$ cat config.mk
export PLATFORM = sky130hd
export DESIGN_NAME = bus_gate_arbiter
export DESIGN_NICKNAME = d
export VERILOG_FILES = /design/src/rtl/bus_gate_arbiter.sv
export SDC_FILE = /design/constraint.sdc
export NUM_CORES = 1
export LEC_CHECK = 0
export CAP_MARGIN = 20
export CORE_UTILIZATION = 25
export CTS_BUF_LIST = sky130_fd_sc_hd__clkbuf_4 sky130_fd_sc_hd__clkbuf_8
export CTS_CLUSTER_DIAMETER = 200
export DETAILED_ROUTE_END_ITERATION = 16
export SKIP_CTS_REPAIR_TIMING = 1
export SLEW_MARGIN = 20
export SYNTH_ARGS = -nofsm -noshare
export SYNTH_HDL_FRONTEND = slang
export SYNTH_SLANG_ARGS = --single-unit
$ cat constraint.sdc
create_clock -name clk -period 2.5 [get_ports clk]
set_clock_uncertainty 0.05 [all_clocks]
set_input_delay 0.5 -clock clk [delete_from_list [all_inputs] [get_ports clk]]
set_output_delay 0.5 -clock clk [all_outputs]
set_load 0.01 [all_outputs]
$ cat src/rtl/bus_gate_arbiter.sv
// bus_gate_arbiter
//
// Sequencer for the shared 16-bit LC-3 processor bus. Each bus source
// (MARMUX, PC, ALU, MDR, ...) sits behind a tri-state gate. This block
// drives those gate enables so that at most one source drives the bus at
// any time. It also inserts a dead turnaround interval between successive
// owners.
//
// Parameters
//   N_REQ       number of bus sources (2..16)
//   TURNAROUND  all-off cycles between two ownerships (1..7)
//   MAX_HOLD    max consecutive owned cycles when someone else is waiting
//               (0 = unlimited)
//
// Ports
//   clk          rising-edge clock
//   rst_n        asynchronous active-low reset
//   req          per-source level request
//   gate         registered one-hot-or-zero tri-state enables
//   owner        index of the current owner (0 when the bus is idle)
//   bus_valid    high while any gate bit is high
//   grant_pulse  high during the first cycle of each new ownership
module bus_gate_arbiter #(
  parameter int N_REQ      = 4,
  parameter int TURNAROUND = 1,
  parameter int MAX_HOLD   = 16
) (
  input  logic                     clk,
  input  logic                     rst_n,
  input  logic [N_REQ-1:0]         req,
  output logic [N_REQ-1:0]         gate,
  output logic [$clog2(N_REQ)-1:0] owner,
  output logic                     bus_valid,
  output logic                     grant_pulse
);

  localparam int OW = $clog2(N_REQ);
  localparam int HW = (MAX_HOLD > 0) ? $clog2(MAX_HOLD + 1) : 1;
  localparam int TW = (TURNAROUND > 1) ? $clog2(TURNAROUND) : 1;

  localparam logic [HW-1:0]    HOLD_SAT  = HW'(MAX_HOLD);
  localparam logic [HW-1:0]    HOLD_LAST = (MAX_HOLD > 0) ? HW'(MAX_HOLD - 1) : '0;
  localparam logic [TW-1:0]    TURN_LAST = TW'(TURNAROUND - 1);
  localparam logic [N_REQ-1:0] ONE       = N_REQ'(1);

  typedef enum logic [1:0] {
    IDLE = 2'd0,
    OWN  = 2'd1,
    TURN = 2'd2
  } state_t;

  state_t            state, state_nxt;
  logic [HW-1:0]     hold_cnt, hold_nxt;
  logic [TW-1:0]     turn_cnt, turn_nxt;
  logic [OW-1:0]     rr_ptr, rr_nxt;
  logic [N_REQ-1:0]  gate_nxt;
  logic [OW-1:0]     owner_nxt;
  logic              bus_valid_nxt;
  logic              grant_pulse_nxt;

  logic [OW-1:0]     winner;
  int                sel_idx;
  logic              any_req;
  logic              owner_req;
  logic              others_req;
  logic              turn_last;
  logic              grant_now;
  logic              release_now;

  // Round-robin pick. The search starts one past the last winner. The loop
  // walks from the farthest offset down to the nearest, so the nearest set
  // request is written last and wins.
  always_comb begin
    winner  = '0;
    sel_idx = 0;
    for (int i = N_REQ; i >= 1; i--) begin
      sel_idx = int'(rr_ptr) + i;
      if (sel_idx >= N_REQ) sel_idx = sel_idx - N_REQ;
      if ((req & (ONE << sel_idx)) != '0) winner = OW'(sel_idx);
    end
  end

  // Release and grant decisions. While in OWN, gate is exactly
  // onehot(owner), so gate can be used as the owner mask.
  // The hold comparison uses >= rather than ==. When the owner was the sole
  // requester for a long time, hold_cnt has already saturated past
  // MAX_HOLD-1. A late competitor must still force a release.
  always_comb begin
    any_req     = |req;
    owner_req   = |(req & gate);
    others_req  = |(req & ~gate);
    turn_last   = (turn_cnt == TURN_LAST);
    release_now = (state == OWN) &&
                  (!owner_req ||
                   ((MAX_HOLD != 0) && (hold_cnt >= HOLD_LAST) && others_req));
    grant_now   = any_req && ((state == IDLE) || ((state == TURN) && turn_last));
  end

  // State register plus all registered outputs and counters. Reset is
  // asynchronous, so the gates drop without waiting for a clock edge.
  always_ff @(posedge clk or negedge rst_n) begin
    if (!rst_n) begin
      state       <= IDLE;
      gate        <= '0;
      owner       <= '0;
      bus_valid   <= 1'b0;
      grant_pulse <= 1'b0;
      hold_cnt    <= '0;
      turn_cnt    <= '0;
      rr_ptr      <= OW'(N_REQ - 1);
    end else begin
      state       <= state_nxt;
      gate        <= gate_nxt;
      owner       <= owner_nxt;
      bus_valid   <= bus_valid_nxt;
      grant_pulse <= grant_pulse_nxt;
      hold_cnt    <= hold_nxt;
      turn_cnt    <= turn_nxt;
      rr_ptr      <= rr_nxt;
    end
  end

  // Next-state logic.
  always_comb begin
    state_nxt = state;
    case (state)
      IDLE: if (any_req) state_nxt = OWN;
      OWN:  if (release_now) state_nxt = TURN;
      TURN: if (turn_last) state_nxt = any_req ? OWN : IDLE;
      default: state_nxt = IDLE;
    endcase
  end

  // Next values for the registered outputs and counters. A grant from IDLE
  // and a grant at the end of TURN perform identical actions.
  always_comb begin
    gate_nxt        = gate;
    owner_nxt       = owner;
    bus_valid_nxt   = bus_valid;
    grant_pulse_nxt = 1'b0;
    hold_nxt        = hold_cnt;
    turn_nxt        = turn_cnt;
    rr_nxt          = rr_ptr;

    if (grant_now) begin
      gate_nxt        = ONE << winner;
      owner_nxt       = winner;
      bus_valid_nxt   = 1'b1;
      grant_pulse_nxt = 1'b1;
      hold_nxt        = '0;
      rr_nxt          = winner;
    end else begin
      case (state)
        OWN: begin
          if (release_now) begin
            gate_nxt      = '0;
            owner_nxt     = '0;
            bus_valid_nxt = 1'b0;
            turn_nxt      = '0;
          end else if (hold_cnt != HOLD_SAT) begin
            hold_nxt = hold_cnt + 1'b1;
          end
        end
        TURN: begin
          gate_nxt      = '0;
          owner_nxt     = '0;
          bus_valid_nxt = 1'b0;
          if (!turn_last) turn_nxt = turn_cnt + 1'b1;
        end
        default: begin
          gate_nxt      = '0;
          owner_nxt     = '0;
          bus_valid_nxt = 1'b0;
        end
      endcase
    end
  end

endmodule

==> results of run 1 <==
## layer usage
metal / vias up / GRT usage, % / wire length (µm) / share of wire, %
li1: 457 / - / - / -
met1: 483 / 15.1 / 1190 / 46
met2: 32 / 19.4 / 1170 / 46
met3: 6 / 3.17 / 151 / 5.9
met4: 0 / 5.47 / 44 / 1.7
met5: - / 0 / 0 / 0
## layout make-up
class | instances | area (µm²)
fillers | 422 | 2700
multi-input cells | 80 | 629
flip-flops and latches | 17 | 428
repair buffers | 20 | 183
well taps | 50 | 62.6
clock buffers | 4 | 48.8
inverters | 9 | 33.8
## state kept, by name, indices dropped and copies added (netlist names)
signal and flops:
owner 2, state 2, hold_cnt 5, rr_ptr 2
bus_valid 1, gate 4, grant_pulse 1
## worst register-to-register path: cells and delay by family (launching register included)
kind | cells | cell delay [ps]
AO/OA/AOI/OAI | 4 | 1060
adder cells (fa/ha/maj) | 1 | 230
buffers and inverters | 1 | 90
flip-flops | 1 | 600
AND/OR/NAND/NOR | 1 | 250
## per-stage QoR
step / instances / setup TNS, ps / hold WS (ps) / cell area (µm²)
floorplan: 107 / 0 / 154 / 1090
global placement: 176 / 0 / 415 / 1330
detailed placement: 176 / -34.7 / 428 / 1330
CTS: 180 / 0 / 454 / 1380
global route: 180 / 0 / 479 / 1390
finish: 180 / 0 / 454 / 1390
## path summary, 6_finish.rpt
check                                   end  cells after the start
worst max-delay path            hold_cnt[4]                      6
worst min-delay path              bus_valid                      2
worst max register to register      gate[3]                      7
worst min register to register    bus_valid                      2
max in group asynchronous         rr_ptr[0]                      2
min in group asynchronous       hold_cnt[1]                      2
## cell families after synthesis
group,Yosys count,synth area share [%]
fa+ha+maj,7,8.01
simple gates,30,14.8
compound gates,39,30.1
flops,17,39.1
mux,4,4.23
buf+inv,10,3.78
## report_power, final
part           switching [µW]  internal, µW
registers                91.2           400
logic                     584           515
clock network            89.3           124
total                     765          1040
## cells in the final DEF (no fill, tap or decap), types with 2 or more instances in the layout
master,Yosys,final
nor2_1,3,3
a22o_1,2,2
clkbuf_8,0,3
o211ai_1,3,3
a211oi_1,3,2
mux2i_1,2,2
buf_4,1,7
a211oi_2,1,2
a21o_1,2,2
nand3_1,2,2
dfstp_2,2,2
clkdlybuf4s50_1,0,13
dfrtp_1,15,15
o21ai_0,2,2
nand2_1,10,10
a21oi_1,3,3
inv_1,8,8
ha_1,7,7
a22oi_1,7,7
and2_1,2,2
or2b_1,3,3
a22o_2,4,4
==> metrics.cfg, run 1 <==
[run_status]
outcome=complete, no violations

[detailed_routing]
drcViolationCount=0
antenna_left=0
drt-initial-drc-count=37
via_count=978
drt_pass1_iterations=6
vias_per_cell=5.43
wl_um=2550
wire_per_inst_um=14.2

[worst_setup_path]
worstPathRequired_ps=2590
regToRegSetupSlack_ps=160
slowest_delay_ps=530
cp_slowest_cell=clkdlybuf4s50_1
path_delay_family=compound AO/OA/AOI/OAI gates
startpoint=req[2]
cp-start-kind=input pin
crit_type=input pin to flop
end_kind=flop
crit_chain=clkdlybuf4s50_1, a22o_2, a221oi_1, a21oi_2, o21a_4, mux2_4
crit_arrival_ps=2520
worst-path-buf-inv=1
rr_startpoint=rr_ptr[1]
crit_fanout=7

[sta]
max_freq_ghz=0.410
setup_viol=0
post-route-period-util_pct=97.5
worst_pin_slew_ps=632
rsz0062_at_grt=false
slew_headroom_pct=57.8
finalCriticalPeriod_ps=2440
finalWorstSetupSlack_ps=62.2
maxSlewViolCount=0
finalHoldViolCount=0

[layout]
antenna_cells=0
utilization_pct=33.9
nNetsFinal=144
area_growth_syn_to_layout_pct=26.7
drive_gt1_share_pct=20.8

[synth]
ys_warn_count=0
synth_edf_count=0
synth_ff_type=dfrtp_1
synth_top_cell_by_area=dfrtp_1
synthesis.nets=120
synth_common_cells=15 x dfrtp_1, 10 x nand2_1, 8 x inv_1, 7 x a22oi_1, 7 x ha_1
syn_area_per_cell_um2=10.2
ys_ff_latch=17
yosysMostFrequentCell=dfrtp_1
synth_top_area_share_pct=34.3
syn_area_um2=1090
ys_types=45
syn_inst=107
seq_area_frac_synth_pct=39.1
ys_async_sr_fraction_pct=100
synth_area_leaders=dfrtp_1 34%, ha_1 8.0%, a22oi_1 4.8%

[flow_run]
maxCapViolCount=0

[placed_design]
pre_cts_ws_ps=-34.7
numPortBuffers=13
hpwl_um=1850
gp_congestion=0.865

[grt]
gr-total-overflow=0
grt_pass1_vias=916
grt_use_total_pct=12.1
grt_pass1_wl_um=4090
grt_max_degree=18
antenna_found_initial=0

[worst_hold_path]
hp-start=bus_valid
min_path_type=flop to flop

[cts]
clk_latency_ps=250
cts-htree-levels=1
cts_tree=yes
numCtsBuffers=3
cts-root-buf=clkbuf_8
clockBufferDepth=2
clock-sinks=17
cts.clk_slew.worst_paths_ps=60

[die]
core.rowCount=23
floorplan.initialDensity_pct=26.8
io_pins=14
die_w_um=68.1
die_h_um=68.1
dieArea_um2=4640
core_um2=4090

[pwr]
irDropWorstVdd_v=0.000449
p_leak_uw=0.000602
cellPowerDensity_nw_per_um2=1300
p_total_uw=1800

Note: power is estimated with default switching activity, not from simulation.
==> run 2, diff against run 1 <==
--- a/config.mk
+++ b/config.mk
@@ -6,10 +6,11 @@
 export NUM_CORES = 1
 export LEC_CHECK = 0
 export CAP_MARGIN = 20
+export CORE_MARGIN = 2
 export CORE_UTILIZATION = 25
-export CTS_BUF_LIST = sky130_fd_sc_hd__clkbuf_4 sky130_fd_sc_hd__clkbuf_8
 export CTS_CLUSTER_DIAMETER = 200
 export DETAILED_ROUTE_END_ITERATION = 16
+export PLACE_DENSITY = 0.47
 export SKIP_CTS_REPAIR_TIMING = 1
 export SLEW_MARGIN = 20
 export SYNTH_ARGS = -nofsm -noshare
==> metrics.cfg, run 2 (synthesized netlist as in run 1, its figures left out) <==
[die]
die_h_um=70.1  ; was 68.1 µm
die_w_um=70.1  ; was 68.1 µm
core.rowCount=24  ; was 23
dieArea_um2=4920  ; was 4640 µm²
io_pins=14  ; unchanged
floorplan.initialDensity_pct=25.5  ; was 26.8%
core_um2=4290  ; was 4090 µm²

[layout]
largest_register=hold_cnt  ; unchanged
area_growth_syn_to_layout_pct=28.3  ; was 26.7%
finalNonFillerCells=185  ; was 180
layout_common_cells=15 x dfrtp_1, 13 x clkdlybuf4s50_1, 10 x nand2_1, 10 x buf_4, 8 x inv_1  ; was 15 x dfrtp_1, 13 x clkdlybuf4s50_1, 10 x nand2_1, 8 x inv_1
final_common_cell=dfrtp_1  ; unchanged
drive_gt1_share_pct=21.8  ; was 20.8%
antenna_cells=0  ; unchanged
reg.largest.list=hold_cnt (5), gate (4)  ; unchanged
nNetsFinal=147  ; was 144
largest_reg_flops=5  ; unchanged
utilization_pct=32.7  ; was 33.9%

[grt]
antenna_found_initial=0  ; unchanged
grt_max_degree=11  ; was 18
grt_pass1_vias=920  ; was 916
gr-total-overflow=0  ; unchanged
grt_pass1_wl_um=4420  ; was 4090 µm
grt_use_total_pct=10.9  ; was 12.1%

[detailed_routing]
antenna_left=0  ; unchanged
wl_um=2550  ; about the same
drcViolationCount=0  ; unchanged
vias_per_cell=5.17  ; was 5.43
drt_pass1_iterations=4  ; was 6
drt-initial-drc-count=42  ; was 37
via_count=956  ; was 978
wire_per_inst_um=13.8  ; was 14.2 µm

[pwr]
swShare_pct=42.2  ; was 42.4%
p_leak_uw=0.000615  ; was 0.000602 µW
pwr-share-seq_pct=27.3  ; was 27.2%
clockPowerShare_pct=11.3  ; was 11.8%
power_frac_comb_pct=61.4  ; was 61.0%
cellPowerDensity_nw_per_um2=1270  ; was 1300 nW/µm²
irDropWorstVdd_v=0.000494  ; was 0.000449 V
p_total_uw=1790  ; was 1800 µW
power_switching_uw=753  ; was 765 µW
internal_power_uw=1030  ; was 1040 µW

[cts]
cts-htree-levels=1  ; unchanged
clk_latency_ps=250  ; about the same
cts_tree=yes  ; unchanged
numCtsBuffers=3  ; unchanged
clock-sinks=17  ; unchanged
cts.clk_slew.worst_paths_ps=70  ; was 60 ps
cts-root-buf=clkbuf_8  ; unchanged
clockBufferDepth=2  ; unchanged

[worst_hold_path]
min_path_type=flop to flop  ; unchanged

[sta]
finalCriticalPeriod_ps=2300  ; was 2440 ps
worst_pin_slew_ps=868  ; was 632 ps
max_freq_ghz=0.434  ; was 0.410 GHz
fin_tns_setup_ps=0  ; unchanged
post-route-period-util_pct=92.1  ; was 97.5%
rsz0062_at_grt=true  ; was false
whs_ps=438  ; was 454 ps
maxSlewViolCount=0  ; unchanged
setup_viol=0  ; unchanged
finalHoldViolCount=0  ; unchanged
slew_headroom_pct=41.8  ; was 57.8%

[placed_design]
gp_congestion=0.802  ; was 0.865
hpwl_um=2030  ; was 1850 µm
numPortBuffers=13  ; unchanged
placedCellCount=181  ; was 176

[worst_setup_path]
end_kind=flop  ; unchanged
slowest_delay_ps=590  ; was 530 ps
cp_slowest_cell=dfstp_2  ; was clkdlybuf4s50_1
path_delay_family=compound AO/OA/AOI/OAI gates  ; unchanged
crit_type=flop to flop  ; was input pin to flop
worst-path-buf-inv=1  ; unchanged
worstPathRequired_ps=2640  ; was 2590 ps
crit_arrival_ps=2440  ; was 2520 ps
crit_fanout=6  ; was 7
cp-start-kind=flop  ; was input pin
crit_chain=inv_1, ha_1, a22oi_1, and2_1, o21ai_0, a211oi_1, a22o_2  ; was clkdlybuf4s50_1, a22o_2, a221oi_1, a21oi_2, o21a_4, mux2_4

[flow_run]
maxCapViolCount=0  ; unchanged

[run_status]
outcome=complete, no violations  ; unchanged

==> run 2: cell count changes in the layout (fill, tap and decap cells not counted), sizes merged <==
cell | before | now
clkbuf | 4 | 3
clkinv | 1 | 2
buf | 7 | 10
==> run 2: area by class of cell <==
type | instances | area, µm²
sequential | 17 | 428
inverter | 9 | 33.8
tap | 52 | 65.1
timing repair buffer | 23 | 205
multi-input combinational | 80 | 624
clock buffer | 3 | 41.3
fill | 454 | 2890
clock inverter | 1 | 5.00
==> run 2: final timing paths <==
check,slack [ps],endpoint,from,cells after the start
worst max register to register,200,gate[3],rr_ptr[1],7
worst min register to register,440,bus_valid,bus_valid,2
worst max-delay path,200,gate[3],rr_ptr[1],7
max in group asynchronous,1330,rr_ptr[0],rst_n,2
worst min-delay path,440,bus_valid,bus_valid,2
min in group asynchronous,510,hold_cnt[1],rst_n,1
==> run 2: power groups by stage <==
stage	Clock, µW	Sequential (µW)	Combinational (µW)
CTS	212	487	1110
detailed placement	0	491	1110
finish	202	488	1100
global route	230	508	1220
floorplan	0	504	732
global placement	0	493	1100
==> run 2: worst reg2reg max path: stages (launching register included) <==
cell and delay [ps]:
dfstp_2 590, inv_1 90, ha_1 230, a22oi_1 340
and2_1 230, o21ai_0 150, a211oi_1 370, a22o_2 190
==> run 2: per-layer routing <==
layer | vias to the layer above | global-route usage, % | wire, µm
met5 | - | 0 | 0
met4 | 0 | 2.56 | 0
met3 | 0 | 1.44 | 86
met2 | 24 | 18.1 | 1270
met1 | 468 | 15.2 | 1190
li1 | 464 | - | -
==> run 2: metrics by stage <==
step,setup WS (ps),area (µm²)
final,196,1400
after global routing,-12.5,1400
after CTS,181,1400
after detailed placement,-24.1,1360
after global placement,-12.0,1360
after floorplan,355,1090
